==> config.mk <==
export PLATFORM = sky130hd
export DESIGN_NAME = set_ctrl
export DESIGN_NICKNAME = d
export VERILOG_FILES = /design/src/rtl/set_ctrl.sv
export SDC_FILE = /design/constraint.sdc
export NUM_CORES = 1
export LEC_CHECK = 0
export ABC_AREA = 1
export CORE_MARGIN = 2
export CORE_UTILIZATION = 28
export DETAILED_ROUTE_END_ITERATION = 6
export PLACE_DENSITY_LB_ADDON = 0.12
export SKIP_CTS_REPAIR_TIMING = 1
export SYNTH_ARGS = -nofsm -noshare
export SYNTH_HDL_FRONTEND = slang
export SYNTH_SLANG_ARGS = --single-unit
==> constraint.sdc <==
create_clock -name CP -period 1.8 [get_ports CP]
set_input_delay 0.36 -clock CP [delete_from_list [all_inputs] [get_ports CP]]
set_output_delay 0.36 -clock CP [all_outputs]
set_load 0.005 [all_outputs]
==> src/rtl/set_ctrl.sv <==
// set_ctrl: key-driven time/alarm setting controller.
// RUN -> load running time -> adjust -> commit time -> load alarm -> adjust
// -> commit alarm -> RUN. Idle timeout in either adjust state aborts to RUN
// without a commit strobe.
//
// Handshake: there is no valid/ready pair here. PE, WR_TIME and WR_ALARM are
// single-cycle strobes that the adjust counter, running clock and alarm
// register accept unconditionally on the rising CP that ends the strobe cycle.
module set_ctrl #(
  parameter int TIMEOUT = 30,
  parameter int BCD_W   = 8
) (
  input  logic             CP,
  input  logic             CR,
  input  logic             TICK_1HZ,
  input  logic             KEY_MODE,
  input  logic             KEY_SEL,
  input  logic             KEY_UP,
  input  logic             KEY_DOWN,
  input  logic [BCD_W-1:0] T_H,
  input  logic [BCD_W-1:0] T_M,
  input  logic [BCD_W-1:0] T_S,
  input  logic [BCD_W-1:0] A_H,
  input  logic [BCD_W-1:0] A_M,
  input  logic [BCD_W-1:0] Q_H,
  input  logic [BCD_W-1:0] Q_M,
  input  logic [BCD_W-1:0] Q_S,
  output logic             H_UP,
  output logic             H_DOWN,
  output logic             M_UP,
  output logic             M_DOWN,
  output logic             S_UP,
  output logic             S_DOWN,
  output logic             PE,
  output logic [BCD_W-1:0] D_H,
  output logic [BCD_W-1:0] D_M,
  output logic [BCD_W-1:0] D_S,
  output logic             WR_TIME,
  output logic             WR_ALARM,
  output logic [BCD_W-1:0] W_H,
  output logic [BCD_W-1:0] W_M,
  output logic [BCD_W-1:0] W_S,
  output logic [1:0]       MODE,
  output logic [1:0]       FIELD,
  output logic             BLINK,
  output logic [2:0]       dbg_state
);

  localparam int IDLE_W = $clog2(TIMEOUT + 1);
  localparam logic [IDLE_W-1:0] IDLE_LAST = IDLE_W'(TIMEOUT - 1);

  typedef enum logic [2:0] {
    S_RUN       = 3'd0,
    S_LOAD_T    = 3'd1,
    S_SET_TIME  = 3'd2,
    S_COMMIT_T  = 3'd3,
    S_LOAD_A    = 3'd4,
    S_SET_ALARM = 3'd5,
    S_COMMIT_A  = 3'd6
  } state_t;

  state_t            state, state_nx;
  logic [1:0]        field, field_nx;
  logic              blink, blink_nx;
  logic [IDLE_W-1:0] idle_cnt, idle_nx;
  logic              mode_q, sel_q;
  logic              mode_edge, sel_edge, in_set, any_key, timeout;

  assign mode_edge = KEY_MODE & ~mode_q;
  assign sel_edge  = KEY_SEL & ~sel_q;
  assign in_set    = (state == S_SET_TIME) || (state == S_SET_ALARM);
  assign any_key   = KEY_MODE | KEY_SEL | KEY_UP | KEY_DOWN;
  // The tick that would carry the idle count up to TIMEOUT aborts instead.
  assign timeout   = in_set & ~any_key & TICK_1HZ & (idle_cnt == IDLE_LAST);

  // State, field, blink, idle counter and key-edge registers.
  always_ff @(posedge CP) begin
    if (CR) begin
      state    <= S_RUN;
      field    <= 2'd0;
      blink    <= 1'b0;
      idle_cnt <= '0;
      mode_q   <= 1'b0;
      sel_q    <= 1'b0;
    end else begin
      state    <= state_nx;
      field    <= field_nx;
      blink    <= blink_nx;
      idle_cnt <= idle_nx;
      mode_q   <= KEY_MODE;
      sel_q    <= KEY_SEL;
    end
  end

  // Next-state logic; field and blink are held at 0 outside the adjust states.
  always_comb begin
    state_nx = state;
    field_nx = 2'd0;
    blink_nx = 1'b0;
    idle_nx  = '0;
    case (state)
      S_RUN:      if (mode_edge) state_nx = S_LOAD_T;
      S_LOAD_T: begin
        state_nx = S_SET_TIME;
        blink_nx = 1'b1;
      end
      S_COMMIT_T: state_nx = S_LOAD_A;
      S_LOAD_A: begin
        state_nx = S_SET_ALARM;
        blink_nx = 1'b1;
      end
      S_COMMIT_A: state_nx = S_RUN;
      S_SET_TIME, S_SET_ALARM: begin
        if (mode_edge) begin
          state_nx = (state == S_SET_TIME) ? S_COMMIT_T : S_COMMIT_A;
        end else if (timeout) begin
          state_nx = S_RUN;
        end else begin
          field_nx = field;
          blink_nx = blink;
          if (sel_edge) begin
            blink_nx = 1'b1;
            if (state == S_SET_TIME) field_nx = (field == 2'd2) ? 2'd0 : field + 2'd1;
            else                     field_nx = (field == 2'd0) ? 2'd1 : 2'd0;
          end else if (TICK_1HZ) begin
            blink_nx = ~blink;
          end
          if (any_key)       idle_nx = '0;
          else if (TICK_1HZ) idle_nx = idle_cnt + IDLE_W'(1);
          else               idle_nx = idle_cnt;
        end
      end
      default: state_nx = S_RUN;
    endcase
  end

  // Output decode: mode, preload, commit and direction routing.
  always_comb begin
    MODE     = 2'b00;
    PE       = 1'b0;
    D_H      = '0;
    D_M      = '0;
    D_S      = '0;
    WR_TIME  = 1'b0;
    WR_ALARM = 1'b0;
    W_H      = '0;
    W_M      = '0;
    W_S      = '0;
    H_UP     = 1'b0;
    H_DOWN   = 1'b0;
    M_UP     = 1'b0;
    M_DOWN   = 1'b0;
    S_UP     = 1'b0;
    S_DOWN   = 1'b0;
    case (state)
      S_LOAD_T: begin
        MODE = 2'b01;
        PE   = 1'b1;
        D_H  = T_H;
        D_M  = T_M;
        D_S  = T_S;
      end
      S_SET_TIME: MODE = 2'b01;
      S_COMMIT_T: begin
        MODE = 2'b01;
        // A reset in the commit cycle cancels the strobe.
        if (!CR) begin
          WR_TIME = 1'b1;
          W_H     = Q_H;
          W_M     = Q_M;
          W_S     = Q_S;
        end
      end
      S_LOAD_A: begin
        MODE = 2'b10;
        PE   = 1'b1;
        D_H  = A_H;
        D_M  = A_M;
      end
      S_SET_ALARM: MODE = 2'b10;
      S_COMMIT_A: begin
        MODE = 2'b10;
        if (!CR) begin
          WR_ALARM = 1'b1;
          W_H      = Q_H;
          W_M      = Q_M;
        end
      end
      default: MODE = 2'b00;
    endcase
    if (in_set) begin
      case (field)
        2'd0: begin H_UP = KEY_UP; H_DOWN = KEY_DOWN; end
        2'd1: begin M_UP = KEY_UP; M_DOWN = KEY_DOWN; end
        2'd2: begin S_UP = KEY_UP; S_DOWN = KEY_DOWN; end
        default: ;
      endcase
    end
  end

  assign FIELD     = field;
  assign BLINK     = blink;
  assign dbg_state = state;

endmodule

==> flow_summary.ini <==
[setup_path]
timing.critical_path.mode_cell = nand2_2
setup.worst_path.start_class = flop
slowest_delay_ns = 0.36
worst_path_maximum_fanout = 6
critPathArrivalTime_ns = 1.58
reg2reg_slack_ns = 0.32
timing.critical_path.max_delay_family = buffers and inverters
path_cells = buf_4 > nor2_4 > nand2_2 > nand2_2 > clkinvlp_4 > buf_6 > nor3_2 > buf_2
critPathBufInv = 4
worst_setup_path_end_kind = output port
required_ns = 1.44
crit_slowest_cell = dfxtp_4
criticalPathCategory = reg2out

[place]
placement.io_buffers = 135
gp_congestion = 0.7636
hpwlAfterDp_um = 4061

[sta]
final-setup-viol-count = 18
timing.final.max_slew_violations = 0
tightestPinTransition_ns = 0.2915
max-slew-margin-rel = 0.8054
worst_hold_slack_ns = 0.5114
worst_clock_skew_ns = 0.002894
post_route_minimum_period_ns = 1.941
hold_viol_final = 0
postLayoutSetupSlackWorst_ns = -0.1407
final_min_period_over_clock_period = 1.078
fmax_ghz = 0.5153
grt_setup_unrepaired = true

[cells_and_area]
drive_above_1_share = 0.2829
antennaDiodeCount = 0
final_nets = 477
final_common_cell = clkdlybuf4s50_1
area.growth.synth_to_final_pct = 139.3
layout_common_cells = clkdlybuf4s50_1 (75), nand2_1 (42), nand3_1 (38)

[power]
p_leak_uw = 0.002069
powerDensity_nw_per_um2 = 855.9
p_sw_frac = 0.3920
power.net_switching_uw = 1070
vdd.ir_drop.worst_mv = 0.7293
power_report.internal_total_uw = 1660
share_clk_of_total_power = 0.098
power_frac_comb = 0.754
total_power_uw = 2730
p_seq_frac = 0.148

[logic_synthesis]
post_synth_mux_area_share = 0
synth.distinct_cells = 28
synthAdderAreaFrac = 0.01878
synthSimpleGateAreaFrac = 0.5418
synth.net_count = 306
asyncSetResetFlopFracSynth = 0
synth-compound-area-share = 0.03850
synth_edf_count = 0
post_synth_xor_area_fraction = 0.02629
ys_seq_area_frac = 0.1953
dominantRegCellSynth = dfxtp_1
syn-cell-area_um2 = 1333
synthesis.yosys.warnings = 0
post_synth.cell_area_avg_um2 = 5.719
synthesis_stage_register_bit_count = 13
post_synth_inst_count = 233
largest_family_of_logic_cells_by_synthesized_area = simple AND/OR/NAND/NOR gates

[clock_tree]
clkLatencyLatePin_ns = 0.24
clock_tree.root_cell = clkbuf_8
ctsLongestPathBuffers = 2
clock_tree_from_tritoncts = done
total_cts_buffers = 3
worst_setup_hold_path_clk_slew_ns = 0.06
cts.sinks = 13
clock_tree.htree_level_count = 1

[run]
cap_violations = 0

[floorplan]
dieWidth_um = 72.99
floorplan.initialDensity = 0.2859
dieArea_um2 = 5327
placeableCoreArea_um2 = 4661
row_count = 25
floorplan.die.height_um = 72.99
ioPinCount = 136

[run_status]
failed_checks = negative setup slack
status = complete, but fails checks

[route]
wl_per_cell_um = 11.58
via_count = 2033
route.detailed.drc = 0
detailedRoute.firstPassIterationCount = 4
totalWireLength_um = 5294
route.detailed.vias_per_inst = 4.449
drtIter0Drc = 59
antenna_violating_nets_post_route = 0

[worst_hold_path]
min-delay-path-class = reg2reg

[grt]
grt_use_total = 0.1814
antenna_found_initial = 0
number_of_global_route_vias_before_repair = 1862
wire_length_of_the_first_global_routing_pass_um = 7962
overflow = 0
grt_start_max_net_pins = 18
[cells in the mapped netlist (2+ instances only)]
cell type / instances / area [um^2]
buf_2: 4 / 20.02
nor2_4: 3 / 33.78
xnor2_1: 2 / 17.52
nand2_2: 2 / 12.51
buf_6: 2 / 22.52
o21ai_0: 5 / 25.02
nor3_1: 7 / 35.03
inv_1: 38 / 142.6
or2_2: 4 / 25.02
xor2_1: 2 / 17.52
nand2_1: 43 / 161.4
dfxtp_1: 13 / 260.3
a21oi_1: 4 / 20.02
ha_1: 2 / 25.02
clkbuf_1: 3 / 11.26
nand3_1: 38 / 190.2
nor2_2: 11 / 68.82
nor2_1: 40 / 150.1
[cells by family (layout without fill, tap and decap cells)]
logic type,count (synthesis),after routing
flops,13,13
fa+ha+maj,2,2
buf+inv,52,221
compound gates,10,10
simple gates,152,153
xor+xnor,4,4
[flip-flops by register name, indices dropped and copies added, names as in the netlist]
name,cells
sel_q,1
BLINK,1
mode_q,1
idle_cnt,5
FIELD,2
dbg_state,3
[power groups by stage]
stage	logic, uW	clock network [uW]	registers, uW
2_1_floorplan	727	0	369
3_3_place_gp	1810	0	392
3_5_place_dp	1810	0	390
4_1_cts	1830	270	385
5_1_grt	2240	287	411
6_report	2060	268	403
[metrics by stage]
| stage | area [um^2] | utilization | std cells | worst slack [ns] | TNS [ns] |
|---|---|---|---|---|---|
| floorplan | 1333 | - | 233 | 0.2440 | 0 |
| global placement | 2917 | 0.6258 | 440 | -0.5684 | -16.85 |
| detailed placement | 2917 | 0.6258 | 440 | -0.6139 | -17.69 |
| CTS | 2963 | 0.6357 | 444 | -0.6266 | -25.96 |
| global route | 3189 | 0.6843 | 457 | -0.2385 | -2.295 |
| finish | 3189 | 0.6843 | 457 | -0.1407 | -0.4759 |
[area by class of cell]
cell class | count | area [um^2]
inverters | 41 | 167.7
well taps | 54 | 67.56
clock inverters | 1 | 5.005
multi-input cells | 169 | 923.4
flip-flops and latches | 13 | 271.5
repair buffers | 176 | 1713
clock buffers | 3 | 41.29
fillers | 420 | 1471
[final timing paths]
| check | to | cells after the start | start |
|---|---|---|---|
| max | H_DOWN | 8 | dbg_state[2] |
| min | FIELD[0] | 2 | FIELD[0] |
| max reg2reg | dbg_state[1] | 9 | dbg_state[2] |
| min reg2reg | FIELD[0] | 2 | FIELD[0] |
[worst reg2reg max path, cell delays in order, from the launching register on]
cell and delay [ns]:
dfxtp_4 0.36, buf_4 0.14, nor2_4 0.09, nand2_2 0.07, nand2_2 0.10, clkinvlp_4 0.16
buf_4 0.17, o21ai_0 0.13, nand3_1 0.08, o21ai_0 0.09
[per-layer routing]
layer  part of all wire  vias up  GRT usage  routed length (um)
met5                  0        -          0                   0
met4                  0        0    0.02881                   0
met3              0.065        0    0.05110                 344
met2               0.54       71     0.3283                2848
met1               0.40      905     0.2148                2102
li1                   -     1057          -                   -
Power figures use the tool's default switching activity.
